File: config.mk
export PLATFORM = sky130hd
export DESIGN_NAME = ahb_arb2
export DESIGN_NICKNAME = d
export VERILOG_FILES = /design/src/rtl/ahb_pkg.sv /design/src/rtl/rr_arb2.sv /design/src/rtl/ahb_arb2.sv
export SDC_FILE = /design/constraint.sdc
export NUM_CORES = 1
export LEC_CHECK = 0
export CAP_MARGIN = 20
export CELL_PAD_IN_SITES_DETAIL_PLACEMENT = 1
export CELL_PAD_IN_SITES_GLOBAL_PLACEMENT = 1
export CORE_AREA = 2 2 135 137
export CTS_BUF_LIST = sky130_fd_sc_hd__clkbuf_8
export DETAILED_ROUTE_END_ITERATION = 10
export DIE_AREA = 0 0 137 139
export GPL_TIMING_DRIVEN = 0
export PLACE_DENSITY = 0.95
export SYNTH_ARGS = -nofsm -noshare
export SYNTH_HDL_FRONTEND = slang
export SYNTH_HIERARCHICAL = 1
export SYNTH_SLANG_ARGS = --single-unit
File: constraint.sdc
create_clock -name hclk -period 3.9 [get_ports hclk]
set_input_delay 0.39 -clock hclk [delete_from_list [all_inputs] [get_ports hclk]]
set_output_delay 0.39 -clock hclk [all_outputs]
set_load 0.01 [all_outputs]
File: src/rtl/ahb_pkg.sv
// Shared AHB-Lite encodings and the control bundle the arbiter muxes between masters.
// Latency: n/a (types, constants and a pure helper function only).
// Backpressure: n/a.
package ahb_pkg;

    localparam logic [1:0] HTRANS_IDLE   = 2'b00;
    localparam logic [1:0] HTRANS_BUSY   = 2'b01;
    localparam logic [1:0] HTRANS_NONSEQ = 2'b10;
    localparam logic [1:0] HTRANS_SEQ    = 2'b11;

    localparam logic [2:0] HBURST_SINGLE = 3'b000;

    // Address-phase control of one master, kept together so it can be muxed as one word.
    typedef struct packed {
        logic [1:0] htrans;
        logic       hwrite;
        logic [2:0] hsize;
        logic [2:0] hburst;
    } ahb_ctrl_t;

    // A master is asking for the bus only with a real transfer; IDLE and BUSY are not requests.
    function automatic logic is_req(input logic [1:0] htrans);
        return (htrans == HTRANS_NONSEQ) || (htrans == HTRANS_SEQ);
    endfunction

endpackage

File: src/rtl/rr_arb2.sv
// Two-input round-robin arbiter with a lock that pins the grant on the current owner.
// Latency: combinational, zero cycles.
// Backpressure: none internally; the caller decides when the result is used.
//
// Ports: req[1:0] requests, last = most recently granted master, lock = hold cur,
//        cur = current address-phase owner, gnt = selected master.
module rr_arb2 (
    input  logic [1:0] req,
    input  logic       last,
    input  logic       lock,
    input  logic       cur,
    output logic       gnt
);

    always_comb begin
        gnt = cur;
        if (!lock) begin
            case (req)
                2'b01:   gnt = 1'b0;
                2'b10:   gnt = 1'b1;
                2'b11:   gnt = ~last;
                default: gnt = cur;   // nobody asking: park on the current owner
            endcase
        end
    end

endmodule

File: src/rtl/ahb_arb2.sv
// Two-master AHB-Lite arbiter and bus mux: round-robin address grant, burst lock, held data-phase responses.
// Latency: zero cycles for an uncontested request; a contested loser waits at most one burst of the other master.
// Backpressure: slave wait states (s_hreadyout_i=0) freeze all state; a master that loses arbitration sees hready=0.
//
// Ports: hclk/hreset (sync, active-high); m0_*/m1_* AHB-Lite master-side inputs with hready/hresp/hrdata returns;
//        s_* muxed address/control/write data to the decoder, s_hready_o broadcast ready, s_hreadyout_i/s_hresp_i/
//        s_hrdata_i muxed slave response.
module ahb_arb2
    import ahb_pkg::*;
#(
    parameter int AWIDTH = 32,
    parameter int DWIDTH = 32
) (
    input  logic              hclk,
    input  logic              hreset,

    input  logic [1:0]        m0_htrans_i,
    input  logic              m0_hwrite_i,
    input  logic [2:0]        m0_hsize_i,
    input  logic [2:0]        m0_hburst_i,
    input  logic [AWIDTH-1:0] m0_haddr_i,
    input  logic [DWIDTH-1:0] m0_hwdata_i,
    output logic              m0_hready_o,
    output logic              m0_hresp_o,
    output logic [DWIDTH-1:0] m0_hrdata_o,

    input  logic [1:0]        m1_htrans_i,
    input  logic              m1_hwrite_i,
    input  logic [2:0]        m1_hsize_i,
    input  logic [2:0]        m1_hburst_i,
    input  logic [AWIDTH-1:0] m1_haddr_i,
    input  logic [DWIDTH-1:0] m1_hwdata_i,
    output logic              m1_hready_o,
    output logic              m1_hresp_o,
    output logic [DWIDTH-1:0] m1_hrdata_o,

    output logic [1:0]        s_htrans_o,
    output logic              s_hwrite_o,
    output logic [2:0]        s_hsize_o,
    output logic [2:0]        s_hburst_o,
    output logic [AWIDTH-1:0] s_haddr_o,
    output logic [DWIDTH-1:0] s_hwdata_o,
    output logic              s_hready_o,
    input  logic              s_hreadyout_i,
    input  logic              s_hresp_i,
    input  logic [DWIDTH-1:0] s_hrdata_i
);

    ahb_ctrl_t         ctrl   [2];
    logic [AWIDTH-1:0] haddr  [2];
    logic [DWIDTH-1:0] hwdata [2];
    logic [1:0]        req;

    assign ctrl[0]   = '{htrans: m0_htrans_i, hwrite: m0_hwrite_i, hsize: m0_hsize_i, hburst: m0_hburst_i};
    assign ctrl[1]   = '{htrans: m1_htrans_i, hwrite: m1_hwrite_i, hsize: m1_hsize_i, hburst: m1_hburst_i};
    assign haddr[0]  = m0_haddr_i;
    assign haddr[1]  = m1_haddr_i;
    assign hwdata[0] = m0_hwdata_i;
    assign hwdata[1] = m1_hwdata_i;
    assign req[0]    = is_req(m0_htrans_i);
    assign req[1]    = is_req(m1_htrans_i);

    // State
    logic              addr_own_q, addr_own_d;
    logic              data_own_q, data_own_d;
    logic              data_vld_q, data_vld_d;
    logic              last_q,     last_d;
    logic              lock_q,     lock_d;
    logic [1:0]        held_q,     held_d;
    logic [1:0]        hold_resp_q, hold_resp_d;
    logic [DWIDTH-1:0] hold_rdata_q [2];
    logic [DWIDTH-1:0] hold_rdata_d [2];

    // A running burst ends the moment its owner goes IDLE or starts a SINGLE, so the
    // other master can be granted on that same cycle instead of one cycle later.
    logic [1:0] own_htrans;
    logic [2:0] own_hburst;
    logic       lock_eff;

    assign own_htrans = ctrl[addr_own_q].htrans;
    assign own_hburst = ctrl[addr_own_q].hburst;
    assign lock_eff   = lock_q &&
                        !((own_htrans == HTRANS_IDLE) ||
                          ((own_htrans == HTRANS_NONSEQ) && (own_hburst == HBURST_SINGLE)));

    logic arb_gnt;
    logic grant;

    rr_arb2 u_arb (
        .req  (req),
        .last (last_q),
        .lock (lock_eff),
        .cur  (addr_own_q),
        .gnt  (arb_gnt)
    );

    // No re-arbitration during a slave wait state: the address phase on the bus must not change.
    assign grant = s_hreadyout_i ? arb_gnt : addr_own_q;

    // Per-master ready. A stalled loser is held off even while its own data phase completes;
    // that response is parked in hold_* and handed over when it is finally let through.
    logic [1:0] rdy;

    always_comb begin
        rdy = 2'b11;
        for (int n = 0; n < 2; n++) begin
            if (req[n] && (grant != 1'(n)))       rdy[n] = 1'b0;
            else if (held_q[n])                   rdy[n] = s_hreadyout_i;
            else if (data_own_q == 1'(n))         rdy[n] = s_hreadyout_i;
            else                                  rdy[n] = 1'b1;
        end
    end

    // Slave side. BUSY from a locked owner is forwarded; a parked grant with no request shows IDLE.
    assign s_htrans_o = (!hreset && (req[grant] || lock_eff)) ? ctrl[grant].htrans : HTRANS_IDLE;
    assign s_hwrite_o = ctrl[grant].hwrite;
    assign s_hsize_o  = ctrl[grant].hsize;
    assign s_hburst_o = ctrl[grant].hburst;
    assign s_haddr_o  = haddr[grant];
    assign s_hwdata_o = hwdata[data_own_q];
    assign s_hready_o = s_hreadyout_i;

    // Master side; outputs show their idle values while reset is applied.
    assign m0_hready_o = hreset | rdy[0];
    assign m1_hready_o = hreset | rdy[1];
    assign m0_hresp_o  = !hreset && (held_q[0] ? hold_resp_q[0] : s_hresp_i);
    assign m1_hresp_o  = !hreset && (held_q[1] ? hold_resp_q[1] : s_hresp_i);
    assign m0_hrdata_o = hreset ? '0 : (held_q[0] ? hold_rdata_q[0] : s_hrdata_i);
    assign m1_hrdata_o = hreset ? '0 : (held_q[1] ? hold_rdata_q[1] : s_hrdata_i);

    always_comb begin
        addr_own_d  = addr_own_q;
        data_own_d  = data_own_q;
        data_vld_d  = data_vld_q;
        last_d      = last_q;
        lock_d      = lock_q;
        held_d      = held_q;
        hold_resp_d = hold_resp_q;
        for (int n = 0; n < 2; n++) begin
            hold_rdata_d[n] = hold_rdata_q[n];
        end

        if (s_hreadyout_i) begin
            addr_own_d = grant;
            data_own_d = grant;
            data_vld_d = req[grant];
            if (req[grant]) begin
                last_d = grant;
            end
            lock_d = (req[grant] && (ctrl[grant].hburst != HBURST_SINGLE)) || lock_eff;

            for (int n = 0; n < 2; n++) begin
                if (data_vld_q && (data_own_q == 1'(n)) && !rdy[n]) begin
                    // Owner's data phase completes while it is stalled by the other master.
                    held_d[n]       = 1'b1;
                    hold_rdata_d[n] = s_hrdata_i;
                    hold_resp_d[n]  = s_hresp_i;
                end else if (rdy[n]) begin
                    held_d[n] = 1'b0;
                end
            end
        end
    end

    always_ff @(posedge hclk) begin
        if (hreset) begin
            addr_own_q  <= 1'b0;
            data_own_q  <= 1'b0;
            data_vld_q  <= 1'b0;
            last_q      <= 1'b0;
            lock_q      <= 1'b0;
            held_q      <= 2'b00;
            hold_resp_q <= 2'b00;
            for (int n = 0; n < 2; n++) begin
                hold_rdata_q[n] <= '0;
            end
        end else begin
            addr_own_q  <= addr_own_d;
            data_own_q  <= data_own_d;
            data_vld_q  <= data_vld_d;
            last_q      <= last_d;
            lock_q      <= lock_d;
            held_q      <= held_d;
            hold_resp_q <= hold_resp_d;
            for (int n = 0; n < 2; n++) begin
                hold_rdata_q[n] <= hold_rdata_d[n];
            end
        end
    end

endmodule

==> impl_metrics.csv, run 1 <==
group,metric,value,unit
global_route,grt_pass1_wl,33700,um
worst_setup_path,r2r_end,"hold_rdata_q[0][51]",
cells_and_area,syn2layout_area_growth,85.2,%
cells_and_area,layout-drive-gt1-share,0.143,
clock_tree,htree_num_levels,3,
clock_tree,cts_root_buf,"clkbuf_8",
detailed_routing,vias,5422,
timing,finalMaxSlewViolations,0,
worst_setup_path,worst-path-max-fanout,10,
detailed_routing,routed_wl,23000,um
min_path,min_to,"hold_rdata_q[0][16]",
logic_synthesis,synth_common_cells,"nand2_1, nor2_1, dfxtp_1",
global_route,grt_pass1_vias,5705,
worst_setup_path,critPathArrivalTime,3370,ps
floorplanning,chipWidth,137,um
logic_synthesis,synth_cells,575,
clock_tree,cts_tree,"yes",
timing,worst_pin_slew,605,ps
logic_synthesis,yosys.area.top_type,"dfxtp_1",
detailed_routing,first_iter_violations,191,
worst_setup_path,critPathCaptureType,"output pin",
cells_and_area,fin_area,8360,um^2
logic_synthesis,avgSynthCellArea,7.86,um^2
logic_synthesis,synth_top_area_frac,0.319,
worst_setup_path,r2r_slack,1030,ps
detailed_routing,via_per_inst,4.72,
worst_setup_path,rr_startpoint,"data_own_q",
floorplanning,die_h,139,um
logic_synthesis,yosys_warnings,6,
place,io_buffers,322,
floorplanning,rows,49,
worst_setup_path,crit_path_start_kind,"input pin",
global_route,met3_usage,0.0596,
worst_setup_path,worst-setup-path-type,"input pin to output pin",
timing,skew,13.6,ps
logic_synthesis,ys_types,27,
timing,fmaxAchievable,266,MHz
flow_run,maxCapViolCount,0,
min_path,min-delay-start,"hold_rdata_q[0][16]",
detailed_routing,drt_pass1_iterations,4,
timing,slew_headroom,0.597,
logic_synthesis,synth_edf_count,0,
status,outcome,"completed",
timing,finalSetupViolations,0,
cells_and_area,postLayoutCoreUtil,0.474,
power,peakVddDrop,0.151,mV
timing,fin_crit_sh,0.964,
timing,post-route-min-period,3760,ps
floorplanning,initial_core_util,0.256,
worst_setup_path,crit_required,3510,ps
power,p_leak,2.94,nW
global_route,grt_antenna_before_repair,2,
global_route,gr-total-overflow,0,
power,powerDensity,266,nW/um^2
timing,finalHoldViolCount,0,
clock_tree,cts_max_path_buffers,2,
cells_and_area,finalNetCount,1096,
logic_synthesis,syn_nets,757,
logic_synthesis,synthTopCellsByArea,"dfxtp_1, mux2_2, mux2i_1",
clock_tree,clock_insertion_delay_worst_skew,350,ps
clock_tree,path_clk_slew,90,ps
detailed_routing,wire_per_inst,20.0,um
logic_synthesis,seq_area_frac_synth,0.319,
place,gp_congestion,0.819,
detailed_routing,drc,0,
logic_synthesis,synthesis.area,4520,um^2
global_route,grt_util_met1,0.256,
min_path,min_path_type,"flop to flop",
global_route,grt_max_degree,13,
logic_synthesis,ys.flop_type,"dfxtp_1",
global_route,grtUsageTotal,0.235,
cells_and_area,fillers,2075,
logic_synthesis,synth-async-reset-ratio,0,
logic_synthesis,ys_seq_elements,72,
logic_synthesis,yosysMostFrequentCell,"nand2_1",
detailed_routing,ant_nets,0,
global_route,grt-busiest-layer,"met2",
place,hpwl,18900,um
floorplanning,coreArea,17700,um^2
floorplanning,ioPinCount,324,
place,dpl_cell_area,8030,um^2
clock_tree,clock-sinks,72,
worst_setup_path,rr_worst_depth,12,
floorplanning,die-area,19000,um^2
clock_tree,numCtsBuffers,9,
global_route,grt_util_met2,0.434,
power,p_total,0.00223,W
clock_tree,ctsHoldBuffers,0,
min_path,whs_path_depth,2,
-- through the flow --
stage	setup TNS, ps	hold WS, ps	cells	setup WS [ps]
floorplan	0	436	575	1040
global placement	-10570	441	1126	-379
detailed placement	-13210	447	1126	-431
CTS	-623	458	1141	-52.9
global route	-465	474	1149	-48.6
finish	0	459	1149	139
-- routing by layer --
metal	part of all wire	up-vias	wire (um)
met1	0.38	2581	8790
met5	0	-	0
li1	-	2610	-
met2	0.52	200	12000
met4	0.038	0	876
met3	0.059	31	1350
-- how the worst max path moves through the flow --
stage	startpoint	end	slack, ps	cells after the start
2_1_floorplan	m0_hburst_i[0]	s_htrans_o[0]	1040	9
3_3_place_gp	m0_hburst_i[0]	s_htrans_o[0]	-380	11
3_5_place_dp	m0_hburst_i[1]	s_hsize_o[2]	-430	10
4_1_cts	m1_htrans_i[0]	s_haddr_o[12]	-50	10
5_1_grt	m1_htrans_i[0]	s_haddr_o[18]	-50	11
6_report	m0_hburst_i[0]	s_haddr_o[15]	140	11
-- registers in the layout, indices dropped and copies added (netlist names) --
register      flops
data_own_q        1
data_vld_q        1
held_q            2
hold_rdata_q     64
hold_resp_q       2
last_q            1
lock_q            1
-- logic make-up (layout without fill, tap and decap cells) --
| group | count (synthesis) | count (layout) | share of synthesized area |
|---|---|---|---|
| AOI/OAI and AO/OA | 87 | 87 | 0.102 |
| buffers and inverters | 54 | 397 | 0.0532 |
| DFF | 72 | 72 | 0.319 |
| muxes | 140 | 140 | 0.331 |
| other | 0 | 2 | 0 |
| and+or+nand+nor | 222 | 222 | 0.194 |
-- critical path, cell delays in order --
cell	delay (ps)
clkdlybuf4s50_1	430
o31ai_2	320
a21oi_1	130
o21ai_2	150
inv_1	100
o32a_4	420
mux2i_4	210
buf_4	200
buf_6	160
mux2_2	350
clkdlybuf4s50_1	500
-- where the power goes --
group          switching (W)  total (W)  internal, W
Sequential        0.00000788   0.000752     0.000745
Combinational       0.000351   0.000863     0.000512
Clock               0.000303   0.000613     0.000310
-- cell usage in the layout (no fill, tap or decap), types with 7 or more instances in the layout --
| cell | count |
|---|---|
| a21oi_1 | 69 |
| buf_2 | 22 |
| buf_4 | 7 |
| clkbuf_1 | 22 |
| clkbuf_8 | 10 |
| clkdlybuf4s50_1 | 318 |
| dfxtp_1 | 71 |
| mux2_2 | 71 |
| mux2i_1 | 68 |
| nand2_1 | 137 |
| nor2_1 | 73 |
| o21ai_0 | 7 |
-- final cells by class --
class | count | area, um^2 | share of cell area
multi-input combinational | 449 | 2870 | 0.343
clock inverter | 5 | 57.6 | 0.00688
clock buffer | 10 | 138 | 0.0165
antenna | 2 | 5.00 | 0.000598
sequential | 72 | 1440 | 0.172
buffer | 50 | 256 | 0.0307
tap | 229 | 287 | 0.0343
timing repair buffer | 328 | 3290 | 0.394
inverter | 4 | 15.0 | 0.00180
-- repair_timing --
action / 4_1_cts / 5_1_grt
endpoints found under the setup margin: 41 / 39
cloned: 0 / 1
resized for setup: 10 / 13
setup buffers: 0 / 5
Note: power is estimated with default switching activity, not from simulation.
==> run 2: changes to the inputs <==
SKIP_LAST_GASP = 1   (was default)
==> results of run 2 <==
Same layout as run 1: the final DEF is identical, and so are final timing and power.
